File: config.mk
export PLATFORM = sky130hd
export DESIGN_NAME = mips_hazard_scoreboard
export DESIGN_NICKNAME = d
export VERILOG_FILES = /design/src/rtl/mips_pipe_pkg.sv /design/src/rtl/sb_lat_cnt.sv /design/src/rtl/mips_hazard_scoreboard.sv
export SDC_FILE = /design/constraint.sdc
export NUM_CORES = 1
export LEC_CHECK = 0
export BUFFER_PORTS_ARGS = -buffer_cell sky130_fd_sc_hd__buf_4
export CAP_MARGIN = 25
export CORE_UTILIZATION = 36
export DETAILED_ROUTE_END_ITERATION = 7
export RECOVER_POWER = 50
export SYNTH_ARGS = -nofsm -noshare
export SYNTH_HDL_FRONTEND = slang
export SYNTH_SLANG_ARGS = --single-unit
File: constraint.sdc
create_clock -name clk -period 7.9 [get_ports clk]
set_clock_uncertainty 0.2 [all_clocks]
set_input_delay 0.79 -clock clk [delete_from_list [all_inputs] [get_ports clk]]
set_output_delay 0.79 -clock clk [all_outputs]
set_load 0.01 [all_outputs]
File: src/rtl/mips_pipe_pkg.sv
// Shared pipe_MIPS definitions: register-file geometry, write-latency limits,
// and the latency clamp used by both decode and the hazard scoreboard.
package mips_pipe_pkg;

    localparam int NREG    = 32;
    localparam int AW      = $clog2(NREG);
    localparam int MAX_LAT = 4;
    localparam int LATW    = $clog2(MAX_LAT + 1);

    typedef logic [AW-1:0]   reg_idx_t;
    typedef logic [LATW-1:0] lat_t;

    // Zero latency is treated as one cycle; anything above MAX_LAT saturates.
    function automatic lat_t clamp_lat(input lat_t lat);
        lat_t res;
        res = lat;
        if (lat == '0) begin
            res = lat_t'(1);
        end else if (lat > lat_t'(MAX_LAT)) begin
            res = lat_t'(MAX_LAT);
        end
        return res;
    endfunction

endpackage

File: src/rtl/sb_lat_cnt.sv
// One register's in-flight write-latency counter. Counts down to zero and
// flags the edge on which the pending write retires.
module sb_lat_cnt
    import mips_pipe_pkg::*;
(
    input  logic clk,
    input  logic rst,
    input  logic clr,
    input  logic load,
    input  lat_t load_val,
    output logic busy,
    output logic done_pulse,
    output logic is_one,
    output logic eq_lat
);

    lat_t cnt_q, cnt_d;
    logic busy_q;

    always_comb begin
        cnt_d = cnt_q;
        if (clr) begin
            cnt_d = '0;
        end else if (load) begin
            cnt_d = load_val;
        end else if (cnt_q != '0) begin
            cnt_d = cnt_q - lat_t'(1);
        end
    end

    always_ff @(posedge clk) begin
        if (rst) begin
            cnt_q  <= '0;
            busy_q <= 1'b0;
        end else begin
            cnt_q  <= cnt_d;
            busy_q <= (cnt_d != '0);
        end
    end

    assign busy       = busy_q;
    assign is_one     = (cnt_q == lat_t'(1));
    assign done_pulse = is_one && !clr;
    // True when this pending write and a new one of latency load_val would
    // retire on the same edge (this counter decrements while the new one loads).
    assign eq_lat     = ({1'b0, cnt_q} == ({1'b0, load_val} + {{LATW{1'b0}}, 1'b1}));

endmodule

File: src/rtl/mips_hazard_scoreboard.sv
// RAW/WAW/write-port hazard scoreboard between decode and issue: one latency
// counter per architectural register, a single write-back strobe per cycle.
module mips_hazard_scoreboard
    import mips_pipe_pkg::*;
#(
    parameter bit BYPASS = 1'b1,
    parameter int STW    = 16
) (
    input  logic             clk,
    input  logic             rst,
    input  logic             flush,
    input  logic             issue_valid,
    output logic             issue_ready,
    input  logic [AW-1:0]    issue_rs,
    input  logic [AW-1:0]    issue_rt,
    input  logic [AW-1:0]    issue_rd,
    input  logic             issue_uses_rs,
    input  logic             issue_uses_rt,
    input  logic             issue_writes_rd,
    input  logic [LATW-1:0]  issue_lat,
    output logic             wb_valid,
    output logic [AW-1:0]    wb_rd,
    output logic [NREG-1:0]  busy_mask,
    output logic [STW-1:0]   stall_cnt
);

    logic [NREG-1:0] busy_v, one_v, eq_v, done_v, load_v;
    lat_t            eff_lat;
    logic            raw_rs, raw_rt, waw, port_hz;
    logic            write_en;
    reg_idx_t        done_idx;
    logic            any_done;

    logic            wb_valid_q, wb_valid_d;
    reg_idx_t        wb_rd_q, wb_rd_d;
    logic [STW-1:0]  stall_q, stall_d;

    assign eff_lat = clamp_lat(issue_lat);

    // R0 is hard-wired zero: never busy, never retires.
    assign busy_v[0] = 1'b0;
    assign one_v[0]  = 1'b0;
    assign eq_v[0]   = 1'b0;
    assign done_v[0] = 1'b0;
    assign load_v[0] = 1'b0;

    generate
        for (genvar gi = 1; gi < NREG; gi++) begin : g_cnt
            assign load_v[gi] = write_en && (issue_rd == AW'(gi));
            sb_lat_cnt u_cnt (
                .clk        (clk),
                .rst        (rst),
                .clr        (flush),
                .load       (load_v[gi]),
                .load_val   (eff_lat),
                .busy       (busy_v[gi]),
                .done_pulse (done_v[gi]),
                .is_one     (one_v[gi]),
                .eq_lat     (eq_v[gi])
            );
        end
    endgenerate

    assign raw_rs  = issue_uses_rs && (issue_rs != '0) && busy_v[issue_rs]
                     && !(BYPASS && one_v[issue_rs]);
    assign raw_rt  = issue_uses_rt && (issue_rt != '0) && busy_v[issue_rt]
                     && !(BYPASS && one_v[issue_rt]);
    assign waw     = issue_writes_rd && (issue_rd != '0) && busy_v[issue_rd];
    assign port_hz = issue_writes_rd && (issue_rd != '0) && (|eq_v);

    assign issue_ready = !flush && !raw_rs && !raw_rt && !waw && !port_hz;
    assign write_en    = issue_valid && issue_ready && issue_writes_rd && (issue_rd != '0);

    // The port check keeps done_v at most one-hot, so a priority encoder suffices.
    always_comb begin
        done_idx = '0;
        for (int i = 1; i < NREG; i++) begin
            if (done_v[i]) begin
                done_idx = AW'(i);
            end
        end
    end
    assign any_done = |done_v;

    always_comb begin
        wb_valid_d = any_done;
        wb_rd_d    = any_done ? done_idx : wb_rd_q;
        stall_d    = stall_q;
        if (issue_valid && !issue_ready && (stall_q != '1)) begin
            stall_d = stall_q + 1'b1;
        end
    end

    always_ff @(posedge clk) begin
        if (rst) begin
            wb_valid_q <= 1'b0;
            wb_rd_q    <= '0;
            stall_q    <= '0;
        end else begin
            wb_valid_q <= wb_valid_d;
            wb_rd_q    <= wb_rd_d;
            stall_q    <= stall_d;
        end
    end

    assign wb_valid  = wb_valid_q;
    assign wb_rd     = wb_rd_q;
    assign busy_mask = busy_v;
    assign stall_cnt = stall_q;

endmodule
==> impl_metrics.json, run 1 <==
{
  "origin_of_the_critical_flop_to_flop_path": "g_cnt[11].u_cnt.cnt_q[1]",
  "first_global_vias": 10600,
  "detail_route.first_pass.iterations": 5,
  "floorplan.core_area_mm2": 0.0335,
  "holdCritPathClass": "register to register",
  "synth-async-reset-ratio": 0,
  "post_synthesis_area_per_instance_um2": 7.82,
  "grt_antenna_before_repair": 0,
  "cts.repair_timing.setup_buffer_count": 0,
  "synth_edf_count": 0,
  "floorplan.die.height_um": 187,
  "root_buffer": "clkbuf_16",
  "run_status": "finished, violations left",
  "viasPerCell": 5.71,
  "post-route-drc-count": 0,
  "clk_transition_reported_paths_ps": 70,
  "min_period_ps": 6690,
  "synthCells": 1571,
  "r2r_cells": 13,
  "die_area_mm2": 0.0349,
  "antenna_cells": 0,
  "tritoncts": "done",
  "wirelength_um": 39600,
  "clock_insertion_delay_worst_skew_ps": 450,
  "number_of_i_o_pins": 80,
  "clock.fmax_mhz": 150,
  "drtIter0Drc": 1115,
  "detailroute.wirelength.met2_um": 17300,
  "critical_path.reg2reg.endpoint": "stall_cnt[8]",
  "ir_worst_vdd_v": 0.000148,
  "grt-ovfl-total": 0,
  "finalHoldViolCount": 0,
  "synthesized_area_fraction_occupied_by_ao_oa_aoi_and_oai_cells": 0.165,
  "final_core_density": 0.396,
  "power_density_mw_per_mm2": 164,
  "synth-seq-cells": 146,
  "synth-adder-area-share": 0.0968,
  "weighted_congestion_reported_at_the_end_of_routability_driven_placement": 0.975,
  "cts-buffers-inserted": 17,
  "path_max_fanout": 34,
  "netlist-cell-type-count": 77,
  "tns_ps": 0,
  "final-max-slew-violation-count": 35,
  "synth_sequential_area_ratio": 0.238,
  "yosysWarningCount": 0,
  "cts_htree_levels": 4,
  "p_leak_nw": 5.20,
  "regToRegSetupSlack_ps": 3790,
  "via_count": 11500,
  "detailed_place_hpwl_um": 28500,
  "violations": "capacitance limit, slew limit",
  "route.antenna.remaining_nets": 0,
  "post_cts_resized": 0,
  "grt_first_pass_wirelength_um": 61000,
  "maxCapViolCount": 1,
  "finalSetupViolCount": 0,
  "layout.nets": 1681,
  "clock_path_buffers": 2,
  "min_period_over_period": 0.847,
  "worstMarginPinSlew_ps": 1830,
  "floorplan.initialDensity": 0.366,
  "drive_above_1_share": 0.0629,
  "worst-endpoint-arrival_ps": 5700,
  "critPathKind": "input port to output port",
  "drt_met1_wl_um": 17500,
  "layout_stage_area_growth_over_the_synthesis_result_pct": 8.00,
  "cts_hold_buf": 0,
  "topRoutingLayerUsed": "met4",
  "dominant_combinational_cell_family_by_area_after_synthesis": "simple AND/OR/NAND/NOR gates",
  "detail_route.wl_per_cell_um": 19.6,
  "slew-limit-headroom": -0.218,
  "rsz0062_at_grt": "no",
  "yosys.area_share.simple": 0.250,
  "setup_crit_end_kind": "output port",
  "floorplan.die.width_um": 187,
  "placement_rows": 67,
  "fillers": 3505,
  "mux_share_of_post_synthesis_cell_area": 0.0921,
  "ys_dominant_reg_cell": "dfxtp_1",
  "critical_path_required_ps": 6910,
  "met3_length_um": 3110,
  "setup.worst_path.end": "issue_ready",
  "tritoncts_num_sinks": 146,
  "grt_max_degree": 65,
  "syn_area_mm2": 0.0123,
  "post_synth_xor_area_fraction": 0.0807,
  "synth.net_count": 1691,
  "io_buffers": 78,
  "hold-worst-slack_ps": 290,
  "totalPowerFinal_mw": 2.18,
  "globalRouteTotalUtil": 0.224,
  "timing.critical_path.from": "issue_lat[2]",
  "start_kind": "input port"
}
==> cells in the final DEF, fill, tap and decap left out, types with 18 or more instances in the layout <==
| cell | count |
|---|---|
| a31oi_1 | 25 |
| o21ai_0 | 19 |
| ha_1 | 95 |
| a211oi_1 | 41 |
| inv_1 | 80 |
| dfxtp_1 | 146 |
| mux4_2 | 18 |
| nor3_1 | 44 |
| nand4_1 | 35 |
| nor4_1 | 19 |
| nor2_1 | 210 |
| and3_1 | 27 |
| mux2i_1 | 68 |
| nand3_1 | 66 |
| nand2_1 | 112 |
| buf_4 | 33 |
| nand2b_1 | 63 |
| a21oi_1 | 152 |
| xnor2_1 | 63 |
| clkbuf_1 | 53 |
==> sequential cells by signal (all words and copies together), names as in the netlist <==
register           flops
stall_cnt             16
g_cnt.u_cnt.cnt_q     93
g_cnt.u_cnt.busy      31
wb_rd                  5
wb_valid               1
==> area by class of cell <==
cell class / instances / area [um2] / share of cell area
Timing Repair Buffer: 87 / 458 / 0.0345
Clock buffer: 18 / 439 / 0.0331
Multi-Input combinational cell: 1229 / 8410 / 0.634
Inverter: 80 / 300 / 0.0226
Tap cell: 448 / 561 / 0.0423
Sequential cell: 146 / 2920 / 0.220
Clock inverter: 13 / 176 / 0.0133
==> kinds of logic after synthesis <==
group	Yosys count
AO/OA/AOI/OAI	319
XOR/XNOR	91
adder cells (fa/ha/maj)	95
buffers and inverters	196
flip-flops	146
multiplexers	90
other	1
AND/OR/NAND/NOR	633
==> power by group <==
part           switching, mW  leakage, nW  internal, mW  total, mW
combinational          0.300         3.72         0.191      0.491
clock                  0.371        0.298         0.510      0.881
sequential            0.0413         1.18         0.766      0.807
total                  0.713         5.20          1.47       2.18
==> through the flow <==
step	instance area, um2	setup slack [ps]	std cells
global route	13300	891	2021
CTS	13500	2010	2021
detailed placement	12900	2020	1990
global placement	12800	2110	1989
finish	13300	1210	2021
floorplan	12300	2690	1571
==> synthesized netlist by cell type (7+ instances only) <==
cell type  count  share of area
a211oi_1      41          0.025
a21oi_1      152          0.062
a31oi_1       25          0.013
and3_1        27          0.014
buf_2         18         0.0073
buf_4         39          0.024
clkbuf_1      46          0.014
dfxtp_1      146           0.24
ha_1          95          0.097
inv_1         79          0.024
mux2i_1       68          0.055
mux4_2        18          0.033
nand2_1      112          0.034
nand2b_1      63          0.032
nand3_1       66          0.027
nand4_1       35          0.018
nor2_1       210          0.064
nor2b_1       15         0.0076
nor3_1        44          0.018
nor4_1        19         0.0097
o21ai_0       20         0.0081
o2bb2ai_1      9         0.0064
o31ai_1       10         0.0061
or4_1         14         0.0086
xnor2_1       63          0.045
xnor3_1        7          0.013
xor2_1        14          0.010
==> worst max-delay path: stages <==
cell and delay (ps):
buf_4 260, nand2b_1 480, inv_1 120, ha_1 1550
xnor2_1 240, nor3b_1 220, or4_1 550, o32ai_1 150
o211ai_1 170, nor4_4 240, o211ai_4 170, inv_1 500
buf_4 230
==> how the worst min path moves through the flow <==
stage,start,end,cells after the start
4_1_cts,wb_rd[0],wb_rd[0],2
2_1_floorplan,wb_rd[1],wb_rd[1],2
5_1_grt,stall_cnt[4],stall_cnt[4],2
6_report,wb_rd[0],wb_rd[0],2
3_3_place_gp,stall_cnt[8],stall_cnt[8],2
3_5_place_dp,wb_rd[0],wb_rd[0],2
==> per-layer routing <==
| layer | vias to the layer above | track usage |
|---|---|---|
| li1 | 5521 | - |
| met1 | 5430 | 0.302 |
| met2 | 494 | 0.346 |
| met3 | 95 | 0.0416 |
| met4 | 0 | 0.105 |
| met5 | - | 0 |
(Power assumes the default switching activity.)
==> run 2, diff against run 1 <==
Clock period 7.9 ns to 5.43 ns, I/O delays scaled along.
==> run 2 against run 1 <==
Net effect:
- the flow now finishes without violations
- worst hold slack got worse by 23 ps
- critical path depth grew 1
- first-iteration DRC count increased by 2.8%
- clock-buffer cell count rose by 2
- sequential power grew 45%
- combinational power up 47%
- total power increased by 40%
- clock power grew 32%
- die area unchanged
- sequential cell count did not move
- largest power group is now registers
- highest routed layer unchanged
==> impl_metrics.json, run 2 (same netlist as run 1, synthesis figures left out) <==
{
  "cts-buffers-inserted": 17,
  "floorplan.initialDensity": 0.366,
  "min_period_over_period": 0.923,
  "rsz0062_at_grt": "no",
  "post_cts_resized": 0,
  "clock_path_buffers": 2,
  "ir_worst_vdd_v": 0.000211,
  "grt_max_degree": 74,
  "setup_crit_end_kind": "output port",
  "detailed_place.area_mm2": 0.0129,
  "layout_stage_area_growth_over_the_synthesis_result_pct": 8.07,
  "cts_hold_buf": 0,
  "tritoncts": "done",
  "critical_path_required_ps": 4690,
  "clk_transition_reported_paths_ps": 70,
  "floorplan.die.height_um": 187,
  "final_cell_mix": "210 x nor2_1, 152 x a21oi_1, 146 x dfxtp_1, 112 x nand2_1, 95 x ha_1",
  "cts.repair_timing.setup_buffer_count": 0,
  "io_buffers": 78,
  "grt-ovfl-total": 0,
  "route.antenna.remaining_nets": 0,
  "hold-worst-slack_ps": 267,
  "holdCritPathClass": "input port to register",
  "detail_route.first_pass.iterations": 6,
  "p_leak_nw": 5.19,
  "slowest_stage": "ha_1",
  "tritoncts_num_sinks": 146,
  "floorplan.core_area_mm2": 0.0335,
  "path_max_fanout": 23,
  "critPathKind": "input port to output port",
  "final-max-slew-violation-count": 0,
  "post-route-drc-count": 0,
  "worstMarginPinSlew_ps": 988,
  "clock.fmax_mhz": 200,
  "die_area_mm2": 0.0349,
  "crit_chain": "buf_4, nand2b_1, inv_1, ha_1, buf_12, xor2_1, or3b_2, o2111ai_1, a2bb2o_1, o211ai_1, nor4_4, o211ai_4, inv_2, buf_4",
  "power_density_mw_per_mm2": 230,
  "max_flop_register": "g_cnt.u_cnt.cnt_q",
  "viasPerCell": 5.62,
  "weighted_congestion_reported_at_the_end_of_routability_driven_placement": 0.985,
  "crit_top_cell": "buf_4",
  "final_common_cell": "nor2_1",
  "run_status": "complete, no violations",
  "number_of_i_o_pins": 80,
  "fillers": 3534,
  "finalSetupViolCount": 0,
  "min_period_ps": 5010,
  "finalHoldViolCount": 0,
  "clock_insertion_delay_worst_skew_ps": 430,
  "worst_path_largest_cell_delay_ps": 790,
  "start_kind": "input port",
  "largest_reg_flops": 93,
  "globalRouteTotalUtil": 0.225,
  "wirelength_um": 39500,
  "via_count": 11400,
  "path_delay_family": "buffers and inverters",
  "slew-limit-headroom": 0.341,
  "root_buffer": "clkbuf_16",
  "antenna_cells": 0,
  "cts_htree_levels": 4,
  "tns_ps": 0,
  "totalPowerFinal_mw": 3.06,
  "grt_antenna_before_repair": 0,
  "worst-endpoint-arrival_ps": 4270,
  "grt_first_pass_wirelength_um": 61600,
  "first_global_vias": 10700,
  "drtIter0Drc": 1146,
  "cp_num_buf_inv": 5,
  "drive_above_1_share": 0.0665,
  "maxCapViolCount": 0,
  "placement_rows": 67,
  "detail_route.wl_per_cell_um": 19.5,
  "final_design_area_no_fill_mm2": 0.0133,
  "detailed_place_hpwl_um": 29200,
  "floorplan.die.width_um": 187,
  "layout.nets": 1686
}
==> run 2: changes by cell type in the layout (fill, tap and decap cells not counted), sizes merged <==
cell and delta:
clkinv -2, clkinvlp +5, inv -2, buf +4, clkbuf +3, bufinv -2
==> run 2: cell type report <==
cell class                      count  area [um2]  area share
Clock buffer                       20         457      0.0344
Timing Repair Buffer               92         518      0.0390
Clock inverter                     12         108     0.00811
Inverter                           80         300      0.0226
Tap cell                          448         561      0.0422
Sequential cell                   146        2920       0.220
Multi-Input combinational cell   1229        8410       0.633
==> run 2: metal layers <==
metal	up-vias	wire, um	global-route usage
met5	-	0	0
met4	0	1150	0.0801
met3	61	2500	0.0365
met2	374	18000	0.368
met1	5422	17800	0.299
li1	5536	-	-
==> run 2: power by group <==
group	internal, mW	leakage (nW)	switching [mW]
Combinational	0.282	3.75	0.439
Sequential	1.11	1.18	0.0585
Clock	0.655	0.261	0.508
==> run 2: worst paths after layout <==
check        slack, ps  depth (start not counted)            startpoint                      end
max                420                         14          issue_lat[2]              issue_ready
min                270                          2                   rst                 wb_rd[2]
max reg2reg       1310                         11  g_cnt[14].u_cnt.busy  g_cnt[8].u_cnt.cnt_q[0]
min reg2reg        290                          2              wb_rd[1]                 wb_rd[1]
==> run 2: per-stage QoR <==
step                instances  setup slack (ps)  utilization
finish                   2027               420        0.396
global route             2027               241        0.396
CTS                      2027               643        0.402
detailed placement       1995               524        0.385
global placement         1994               625        0.385
floorplan                1571               709            -
==> run 3, diff against run 2 <==
Settings changed: SYNTH_HIERARCHICAL set to 1.
==> run 3 against run 2 <==
Net effect:
- sequential share of layout area fell by 0.94 points
- critical path type unchanged
- final cell count fell by 5.7%
- clock power rose by 3%
- largest power group is now clock
- maximum frequency fell by 1.5%
- routed wire length fell by 14%
==> impl_metrics.json, run 3 <==
{
  "number_of_i_o_pins": 80,
  "tritoncts_num_sinks": 146,
  "synth-async-reset-ratio": 0,
  "synth_commonest_cells": "146 x dfxtp_1, 136 x nor3_1, 128 x mux2i_1, 125 x ha_1, 99 x nor2_1",
  "route.antenna.remaining_nets": 0,
  "post_cts_resized": 0,
  "viasPerCell": 5.39,
  "yosysWarningCount": 6,
  "root_buffer": "clkbuf_16",
  "clock.fmax_mhz": 197,
  "drtIter0Drc": 654,
  "detail_route.wl_per_cell_um": 17.8,
  "synth.top_cells.by_area": "dfxtp_1 24%, ha_1 13%, mux2i_1 10%",
  "worstMarginPinSlew_ps": 941,
  "yosys.area_share.simple": 0.255,
  "floorplan.initialDensity": 0.367,
  "synthesized_area_fraction_occupied_by_ao_oa_aoi_and_oai_cells": 0.0665,
  "grt-ovfl-total": 0,
  "post-synth-top-count-cell": "dfxtp_1",
  "rsz0062_at_grt": "no",
  "clk_transition_reported_paths_ps": 70,
  "cts.repair_timing.setup_buffer_count": 0,
  "path_max_fanout": 46,
  "post_synth_xor_area_fraction": 0.0881,
  "first_global_vias": 9912,
  "floorplan.die.width_um": 187,
  "slew-limit-headroom": 0.368,
  "syn_area_mm2": 0.0123,
  "synth_sequential_area_ratio": 0.237,
  "setup_crit_end_kind": "output port",
  "via_count": 10300,
  "start_kind": "input port",
  "clock_insertion_delay_worst_skew_ps": 430,
  "die_area_mm2": 0.0350,
  "synthDominantAreaCellType": "dfxtp_1",
  "layout.nets": 1601,
  "finalSetupViolCount": 0,
  "synthCells": 1365,
  "grt_first_pass_wirelength_um": 53800,
  "antenna_cells": 0,
  "final_common_cell": "dfxtp_1",
  "tns_ps": 0,
  "totalPowerFinal_mw": 2.67,
  "synth-seq-cells": 146,
  "min_period_over_period": 0.936,
  "netlist-cell-type-count": 59,
  "synth-adder-area-share": 0.127,
  "run_status": "complete, no violations",
  "netlist.area_leader.share": 0.237,
  "weighted_congestion_reported_at_the_end_of_routability_driven_placement": 0.946,
  "detail_route.first_pass.iterations": 5,
  "synth_edf_count": 0,
  "synth.net_count": 1515,
  "tritoncts": "done",
  "grt_max_degree": 97,
  "finalHoldViolCount": 0,
  "cts-buffers-inserted": 17,
  "placement_rows": 67,
  "final-max-slew-violation-count": 0,
  "worst-endpoint-arrival_ps": 4340,
  "mux_share_of_post_synthesis_cell_area": 0.188,
  "post_synthesis_area_per_instance_um2": 9.03,
  "drive_above_1_share": 0.143,
  "min_period_ps": 5080,
  "post-route-drc-count": 0,
  "floorplan.die.height_um": 187,
  "critPathKind": "input port to output port",
  "detailed_place_hpwl_um": 24700,
  "maxCapViolCount": 0,
  "largest_reg_flops": 93,
  "io_buffers": 78,
  "p_leak_nw": 5.04,
  "ir_worst_vdd_v": 0.000170,
  "power_density_mw_per_mm2": 192,
  "clock_path_buffers": 2,
  "regToRegSetupSlack_ps": 1290,
  "critical_path_required_ps": 4690,
  "ys_dominant_reg_cell": "dfxtp_1",
  "final_cell_mix": "146 x dfxtp_1, 136 x nor3_1, 128 x mux2i_1, 125 x ha_1, 99 x nor2_1",
  "max_flop_register": "g_cnt.u_cnt/cnt_q",
  "globalRouteTotalUtil": 0.194,
  "cts_htree_levels": 4,
  "cts_hold_buf": 0,
  "wirelength_um": 34000,
  "holdCritPathClass": "register to register",
  "dominant_combinational_cell_family_by_area_after_synthesis": "simple AND/OR/NAND/NOR gates",
  "floorplan.core_area_mm2": 0.0336,
  "layout_stage_area_growth_over_the_synthesis_result_pct": 12.5,
  "grt_antenna_before_repair": 0
}
-- run 3: changes by cell type after synthesis, sizes merged, moves of 54 or more --
cell,delta
nor2,-111
nand3,-55
mux2i,+60
mux2,+72
nor3,+92
a21oi,-132
buf,-54
-- run 3: per-stage QoR --
step | utilization | setup slack, ps | instance area, um2 | hold slack, ps | instances
final | 0.413 | 345 | 13900 | 302 | 1912
after global routing | 0.413 | 151 | 13900 | 343 | 1912
after CTS | 0.419 | 456 | 14100 | 314 | 1912
after detailed placement | 0.402 | 146 | 13500 | 296 | 1880
after global placement | 0.402 | 211 | 13500 | 290 | 1880
after floorplan | - | 8.14 | 12300 | 290 | 1365
-- run 3: critical path, cell delays in order --
cell and delay (ps):
clkbuf_4 100, inv_1 50, a21oi_4 430, buf_12 290, ha_1 210, xnor2_1 140
xnor2_1 150, nor3_1 100, nor4_1 620, nand4_1 320, nor2_1 210, a31oi_1 100
o21ai_0 150, and3_1 400, buf_4 330, buf_4 170
-- run 3: final cells by class --
type                       instances  area, um2
fill                            3369      19700
multi-input combinational       1105       8930
sequential                       146       2920
timing repair buffer              95        561
tap                              448        561
clock buffer                      18        429
inverter                          86        323
clock inverter                    14        144
-- run 3: cells by family (layout without fill, tap and decap cells) --
family                     count (synthesis)  in the layout
adders and majority gates                125            125
DFF                                      146            146
buffers and inverters                    114            213
muxes                                    212            212
AOI/OAI and AO/OA                        110            110
other                                      1              1
xor gates and xnor gates                 124            124
and+or+nand+nor                          533            533
-- run 3: report_power, final --
group          internal [mW]  switching (mW)
sequential              1.08         0.00929
combinational          0.142           0.235
clock                  0.648           0.555
total                   1.87           0.799
-- run 3: routing by layer --
| metal | track usage | up-vias | share of wire |
|---|---|---|---|
| met5 | 0 | - | 0 |
| met4 | 0.0772 | 0 | 0.030 |
| met3 | 0.0265 | 57 | 0.043 |
| met2 | 0.322 | 257 | 0.47 |
| met1 | 0.252 | 4956 | 0.45 |
| li1 | - | 5044 | - |
-- run 3: worst paths after layout --
check / to / depth (start not counted) / from
worst max register to register: g_cnt[10].u_cnt/busy / 13 / g_cnt[2].u_cnt/cnt_q[0]
worst min register to register: wb_rd[4] / 2 / wb_rd[4]
worst max-delay path: issue_ready / 16 / issue_lat[0]
worst min-delay path: wb_rd[4] / 2 / wb_rd[4]
